File: config.mk
export PLATFORM = sky130hd
export DESIGN_NAME = hd44780_writer
export DESIGN_NICKNAME = d
export VERILOG_FILES = /design/src/rtl/hd44780_writer.sv
export SDC_FILE = /design/constraint.sdc
export NUM_CORES = 1
export LEC_CHECK = 0
export BUFFER_PORTS_ARGS = -buffer_cell sky130_fd_sc_hd__buf_2
export CAP_MARGIN = 20
export CORE_ASPECT_RATIO = 1.2
export CORE_MARGIN = 2
export CORE_UTILIZATION = 58
export CTS_CLUSTER_SIZE = 30
export DETAILED_ROUTE_END_ITERATION = 6
export GPL_ROUTABILITY_DRIVEN = 0
export GPL_TIMING_DRIVEN = 1
export PLACE_DENSITY = 0.9
export SLEW_MARGIN = 10
export SYNTH_ARGS = -nofsm -noshare
export SYNTH_HDL_FRONTEND = slang
export SYNTH_SLANG_ARGS = --single-unit
export TNS_END_PERCENT = 30
File: constraint.sdc
create_clock -name clk -period 2.85 [get_ports clk]
set_clock_uncertainty 0.1 [all_clocks]
set_input_delay 0.4275 -clock clk [delete_from_list [all_inputs] [get_ports clk]]
set_output_delay 0.4275 -clock clk [all_outputs]
set_load 0.02 [all_outputs]
File: src/rtl/hd44780_writer.sv
// HD44780 8-bit write sequencer: takes one byte per valid/ready handshake and produces
// rs/e/data bus timing, including power-up delay and instruction-execution wait.
module hd44780_writer #(
    parameter int PWRUP_CYC     = 4000000,
    parameter int SETUP_CYC     = 4,
    parameter int E_HIGH_CYC    = 25,
    parameter int HOLD_CYC      = 2,
    parameter int EXEC_CYC      = 3700,
    parameter int LONG_EXEC_CYC = 153000
) (
    input  logic       clk,
    input  logic       rst,
    input  logic       wr_valid,
    input  logic       wr_rs,
    input  logic [7:0] wr_data,
    output logic       wr_ready,
    output logic       busy,
    output logic       lcd_rs,
    output logic       lcd_e,
    output logic [7:0] lcd_data
);

    function automatic int max2(input int a, input int b);
        return (a > b) ? a : b;
    endfunction

    localparam int MAX_CYC = max2(max2(max2(PWRUP_CYC, SETUP_CYC), max2(E_HIGH_CYC, HOLD_CYC)),
                                  max2(EXEC_CYC, LONG_EXEC_CYC));
    localparam int CNT_W   = $clog2(MAX_CYC + 1);

    localparam logic [CNT_W-1:0] PWRUP_LD  = CNT_W'(PWRUP_CYC);
    localparam logic [CNT_W-1:0] SETUP_LD  = CNT_W'(SETUP_CYC);
    localparam logic [CNT_W-1:0] E_HIGH_LD = CNT_W'(E_HIGH_CYC);
    localparam logic [CNT_W-1:0] HOLD_LD   = CNT_W'(HOLD_CYC);
    localparam logic [CNT_W-1:0] EXEC_LD   = CNT_W'(EXEC_CYC);
    localparam logic [CNT_W-1:0] LONG_LD   = CNT_W'(LONG_EXEC_CYC);
    localparam logic [CNT_W-1:0] CNT_ONE   = CNT_W'(1);

    typedef enum logic [2:0] {
        PWRUP,
        IDLE,
        SETUP,
        E_HIGH,
        HOLD,
        EXEC
    } state_t;

    state_t           state, next_state;
    logic [CNT_W-1:0] cnt, next_cnt;
    logic             accept;
    logic             long_op;

    // Each timed state is loaded with its length on entry and leaves on the edge where cnt is 1.
    always_comb begin
        next_state = state;
        next_cnt   = cnt;
        accept     = (state == IDLE) && wr_valid && wr_ready;
        long_op    = !lcd_rs && (lcd_data[7:2] == 6'b000000) && (lcd_data[1:0] != 2'b00);

        if (state == IDLE) begin
            if (accept) begin
                next_state = SETUP;
                next_cnt   = SETUP_LD;
            end
        end else if (cnt != CNT_ONE) begin
            next_cnt = cnt - CNT_ONE;
        end else begin
            case (state)
                PWRUP: next_state = IDLE;
                SETUP: begin
                    next_state = E_HIGH;
                    next_cnt   = E_HIGH_LD;
                end
                E_HIGH: begin
                    next_state = HOLD;
                    next_cnt   = HOLD_LD;
                end
                HOLD: begin
                    next_state = EXEC;
                    next_cnt   = long_op ? LONG_LD : EXEC_LD;
                end
                EXEC:    next_state = IDLE;
                default: begin
                    next_state = PWRUP;
                    next_cnt   = PWRUP_LD;
                end
            endcase
        end
    end

    // Outputs are registered from next_state so lcd_e and wr_ready come straight off flops.
    always_ff @(posedge clk) begin
        if (rst) begin
            state    <= PWRUP;
            cnt      <= PWRUP_LD;
            lcd_e    <= 1'b0;
            lcd_rs   <= 1'b0;
            lcd_data <= 8'h00;
            wr_ready <= 1'b0;
            busy     <= 1'b1;
        end else begin
            state    <= next_state;
            cnt      <= next_cnt;
            lcd_e    <= (next_state == E_HIGH);
            wr_ready <= (next_state == IDLE);
            busy     <= (next_state != IDLE);
            if (accept) begin
                lcd_rs   <= wr_rs;
                lcd_data <= wr_data;
            end
        end
    end

endmodule

### Yosys cells after proc, flatten, opt, wreduce, memory -nomap -nowiden

Index checks and enable logic that the tools add are counted.

| operators by class | value |
|---|---|
| reductions and logical operators | 10 |
| equal/unequal tests | 11 |
| multiplexer cells | 9 |
| add/sub/neg operators | 1 |

Operator list:

| operator | count |
|---|---|
| 22-bit case mux with 4 select lines | 1 |
| 22-bit 2-to-1 mux | 3 |
| 22-bit by 1-bit inequality test with 1-bit output, second input constant | 1 |
| 22-bit by 1-bit subtractor with 22-bit output, second input constant | 1 |
| 18-bit 2-to-1 mux | 1 |
| 3-bit case mux with 4 select lines | 1 |
| 3-bit by 2-bit equality test with 1-bit output, second input constant | 3 |
| 3-bit 2-to-1 mux | 3 |
| 3-bit by 1-bit equality test with 1-bit output, second input constant | 2 |
| 3-bit equality test, second input constant | 2 |
| 6-bit zero test | 1 |
| 3-bit by 1-bit inequality test with 1-bit output, second input constant | 2 |
| 1-bit logical AND | 4 |
| 3-bit zero test | 1 |
| 2-bit inequality test, second input constant | 1 |
| 2-bit AND reduction | 1 |
| 2-bit nonzero test | 1 |
| 2-bit OR reduction | 1 |
| 1-bit zero test | 1 |

| storage, ports and cells | value |
|---|---|
| word-level logic and storage cells | 38 |
| output and inout bits | 12 |
| flip-flop bits (word level) | 37 |
| input port bits | 12 |

### Longest topological paths before layout

| logic depth | value |
|---|---|
| depth in word-level cells | 7 |
| depth in mapped cells | 9 |
| mapped depth without buffers | 9 |

### Worst setup path before layout

OpenSTA, ideal clock, no wires.

| timing path | value |
|---|---|
| path kind | register to register |
| start point | register cnt[14] |
| end point | register cnt[16] |
| setup slack | 621 ps |
| clock period less this slack | 2229 ps |
| setup time | 120 ps |
| path buffers | 0 |
| stages on the path, launching flop included | 7 |
| arrival time | 2009 ps |
| required time | 2630 ps |
| path through | dfxtp_1 -> or4_4 -> nor4_4 -> a21oi_1 -> o21ai_2 -> o21ai_1 -> a211o_1 |

| between the ends | value |
|---|---|
| word-level cells in the longest chain between the ends | 3 |
| elaborated cells between the ends (all ways) | 6 |
| classes of those cells | 1 x add/sub; 2 x eq/ne; 2 x mux; 1 x reduce/logical |

Ends and longest elaborated chain:

| what | RTL line | source |
|---|---|---|
| from (decl) | 49 | `logic [CNT_W-1:0] cnt, next_cnt;` |
| from (signal assigned) | 103 | `cnt <= next_cnt;` |
| 22-bit by 1-bit subtractor with 22-bit output / 22-bit by 1-bit inequality test with 1-bit output (equally long branches) | 66, 65 |  |
| 22-bit 2-to-1 mux / 3-bit by 1-bit inequality test with 1-bit output (equally long branches) | - |  |
| 22-bit 2-to-1 mux / 2-bit AND reduction (equally long branches) | - |  |

Parallel ways exist; a longest one is shown, timed or not.
A chain may end at the register's enable or synchronous reset.

### Final worst setup path

| timing path | value |
|---|---|
| start point | register cnt[14] |
| end point | register cnt[3] |

| between the ends | value |
|---|---|
| word-level cells in the longest chain between the ends | 3 |
| elaborated cells between the ends (all ways) | 5 |
| classes of those cells | 2 x eq/ne; 2 x mux; 1 x reduce/logical |

Ends and longest elaborated chain:

| what | RTL line | source |
|---|---|---|
| 22-bit by 1-bit inequality test with 1-bit output (*) | 65 | `end else if (cnt != CNT_ONE) begin` |
| 3-bit by 1-bit inequality test with 1-bit output (no line) / 22-bit 2-to-1 mux (equally long branches) | - |  |
| 2-bit AND reduction (no line) / 22-bit 2-to-1 mux (equally long branches) | - |  |

Every way passes the cells marked *; elsewhere a longest branch is shown, timed or not.

==> reports/qor.csv <==
stage,metric,value,unit
sta,drv_slew,0,
cts,cts.path.max_buffers,2,
sta,finalCritPeriodShare,88.36,%
cts,cts_setup_buffers,0,
layout,instances_no_fill,341,
worst_hold_path,hold_path_end,lcd_data[6],
sta,worstMarginPinSlew,0.6946,ns
worst_setup_path,slowest_stage,or4_4,
global_route,grt_usage,30.32,%
cts,cts.sinks,37,
cts,clk_pin_slew,0.08,ns
worst_setup_path,r2r-end,cnt[3],
worst_setup_path,crit_family,simple AND/OR/NAND/NOR gates,
cts,cts_root_buf,clkbuf_8,
place,place_hpwl,4280,microns
routing,vias_per_cell,6.657,
synth,syn_avg_cell_area,7.738,sq um
place,io_buffer_count,23,
worst_hold_path,whs_path_depth,3,
sta,setup_violations,0,
layout,fillers,295,
cts,hold_buffers,0,
worst_hold_path,worstHoldStart,wr_data[6],
power_and_ir_drop,power.leakage,0.9049,nW
sta,finalCriticalPeriod,2.518,ns
power_and_ir_drop,switching_share,29.10,%
cts,cts_resized,0,
global_route,grt_overflow,0,
floorplan,ios,24,
global_route,use_met2,51.53,%
power_and_ir_drop,p_per_area,494.0,nW/um^2
routing,drtIter0Drc,185,
synth,synthFlopType,dfxtp_1,
layout,nets,315,
global_route,busiest_layer,met2,
worst_hold_path,hp-class,in -> reg,
worst_setup_path,start_kind,flop,
place,dp_cells,333,
synth,ys_types,52,
run,maxCapViolations,0,
worst_setup_path,rrSetupSlack,0.33,ns
power_and_ir_drop,vdd.ir_drop.worst,0.4077,mV
worst_setup_path,crit_fanout,8,
power_and_ir_drop,p_int,845.3,uW
place,placed_area,2312,sq um
sta,rsz0062_at_grt,false,
worst_setup_path,cp_slowest_stage_delay,0.60,ns
worst_setup_path,crit_required,2.91,ns
floorplan,dieArea,4199,sq um
global_route,use_met3,9.324,%
global_route,grt_pass1_vias,2219,
routing,drt_wl_total,5851,microns
layout,layout-area-overhead-vs-synth,12.61,%
power_and_ir_drop,p_clk_share,34.1,%
worst_setup_path,crit_chain,or4_4 -> nor4_4 -> nand4_1 -> o21a_1 -> nor3_1 -> a2111oi_2,
cts,clk_latency,0.30,ns
worst_setup_path,arrival,2.57,ns
layout,drive_gt1_share,16.23,%
floorplan,die_h,70.59,microns
routing,wl_per_cell,17.16,microns
global_route,grt_max_degree,40,
floorplan,die_w,59.49,microns
power_and_ir_drop,power.share.combinational,16.3,%
sta,hold_viol_final,0,
global_route,grt_pass1_wl,9942,microns
cts,cts_tree,yes,
global_route,met1_usage,33.10,%
synth,ys_warn_count,0,
worst_setup_path,path_class,reg -> reg,
worst_setup_path,crit_buf_inv,0,
floorplan,num_rows,24,
sta,fmax,0.3971,GHz
cts,htree_levels,2,
worst_setup_path,critPathCaptureType,flop,
synth,async_reset_ff_share,0,%
sta,relSlewSlack,53.69,%
floorplan,core,3573,sq um
layout,antenna_cells,0,
floorplan,initial_core_util,59.98,%
sta,fin_setup_tns,0,ns
power_and_ir_drop,power_frac_seq,49.5,%
worst_setup_path,reg2reg_depth,6,
synth,syn_nets,291,
routing,ant_nets,0,
routing,dr.pass1.iters,7,
synth,ys_seq_elements,37,
routing,vias,2270,
global_route,antenna_found_initial,0,
synth,synth_area,2143,sq um
power_and_ir_drop,p_switching,347.0,uW
cts,cts_buffers,5,
worst_setup_path,reg2reg_from,cnt[14],
layout,fin_area,2414,sq um
synth,yosysSeqAreaShare,34.56,%
synth,synthCells,277,
synth,synth_edf_count,0,
status,status,completed,
routing,drc,0,
## through the flow
| stage | setup slack (ns) | hold slack [ns] | power, mW | util [%] |
|---|---|---|---|---|
| floorplan | 0.6212 | 0.3617 | 0.7405 | - |
| global placement | 0.4172 | 0.3919 | 0.7800 | 64.71 |
| detailed placement | 0.4085 | 0.3985 | 0.7871 | 64.71 |
| CTS | 0.3876 | 0.2668 | 1.191 | 67.54 |
| global route | 0.2142 | 0.2839 | 1.245 | 67.54 |
| finish | 0.3317 | 0.2680 | 1.192 | 67.54 |
## area by class of cell
class | count | area [sq um] | share of cell area [%]
multi-input cells | 220 | 1325 | 54.90
flip-flops and latches | 37 | 740.7 | 30.69
repair buffers | 31 | 175.2 | 7.258
clock buffers | 7 | 96.34 | 3.992
well taps | 39 | 48.80 | 2.022
inverters | 6 | 22.52 | 0.9331
clock inverters | 1 | 5.005 | 0.2074
## synth_stat cells, drive strengths merged (3+ instances only)
| master | n | area share, % |
|---|---|---|
| and2 | 4 | 1.2 |
| nor4 | 7 | 3.4 |
| nor3 | 13 | 3.0 |
| nor2b | 4 | 1.2 |
| clkbuf | 11 | 1.9 |
| mux2i | 10 | 4.7 |
| o22ai | 3 | 0.88 |
| xor2 | 3 | 1.2 |
| a211o | 3 | 1.2 |
| nand3 | 11 | 2.6 |
| buf | 3 | 0.64 |
| nand2 | 18 | 3.3 |
| nand2b | 10 | 2.9 |
| nor2 | 35 | 6.2 |
| o21ai | 26 | 6.2 |
| a31oi | 4 | 1.2 |
| dfxtp | 37 | 35 |
| nand4 | 6 | 1.8 |
| inv | 6 | 1.1 |
| or3 | 6 | 1.8 |
| a21oi | 23 | 5.5 |
## layout by cell type, fill, tap and decap left out, types with 10 or more instances in the layout
| master | count |
|---|---|
| buf_2 | 23 |
| nand2b_1 | 10 |
| mux2i_1 | 10 |
| nand3_1 | 11 |
| dfxtp_1 | 37 |
| nand2_1 | 17 |
| o21ai_0 | 16 |
| a21oi_1 | 22 |
| nor3_1 | 13 |
| nor2_1 | 34 |
## power by group through the flow
stage          combinational (mW)  clock (mW)  sequential (mW)
2_1_floorplan               0.157           0            0.584
4_1_cts                     0.191       0.412            0.588
6_report                    0.194       0.407            0.591
3_5_place_dp                0.188           0            0.600
5_1_grt                     0.216       0.435            0.595
3_3_place_gp                0.183           0            0.597
## flip-flops by register name, summed over array words and instances, names as in the netlist
signal and cells:
busy 1, state 3, wr_ready 1, lcd_data 8, lcd_rs 1, lcd_e 1, cnt 22
## worst reg2reg max path, cell delays in order (launching register included)
cell,delay [ns]
dfxtp_1,0.37
or4_4,0.61
nor4_4,0.37
nand4_1,0.30
o21a_1,0.28
nor3_1,0.27
a2111oi_2,0.07
## worst max path at each step
stage	slack (ns)	end	cells after the start	start
CTS	0.39	cnt[18]	6	cnt[14]
global route	0.21	cnt[3]	6	cnt[14]
floorplan	0.62	cnt[16]	6	cnt[14]
detailed placement	0.41	cnt[18]	6	cnt[14]
global placement	0.42	cnt[3]	6	cnt[14]
finish	0.33	cnt[3]	6	cnt[14]
## per-layer routing
metal / share of wire (%) / up-vias
met5: 0 / -
met4: 3.6 / 0
met3: 8.7 / 27
met2: 51 / 141
met1: 37 / 1039
li1: - / 1063
## cell families after synthesis
logic type      after synthesis  synth area share, %
simple gates                119                29.07
xor+xnor                      5                2.044
fa+ha+maj                     2                1.167
flops                        37                34.56
compound gates               84                24.87
buf+inv                      20                3.619
mux                          10                4.670
Power figures use the tool's default switching activity.
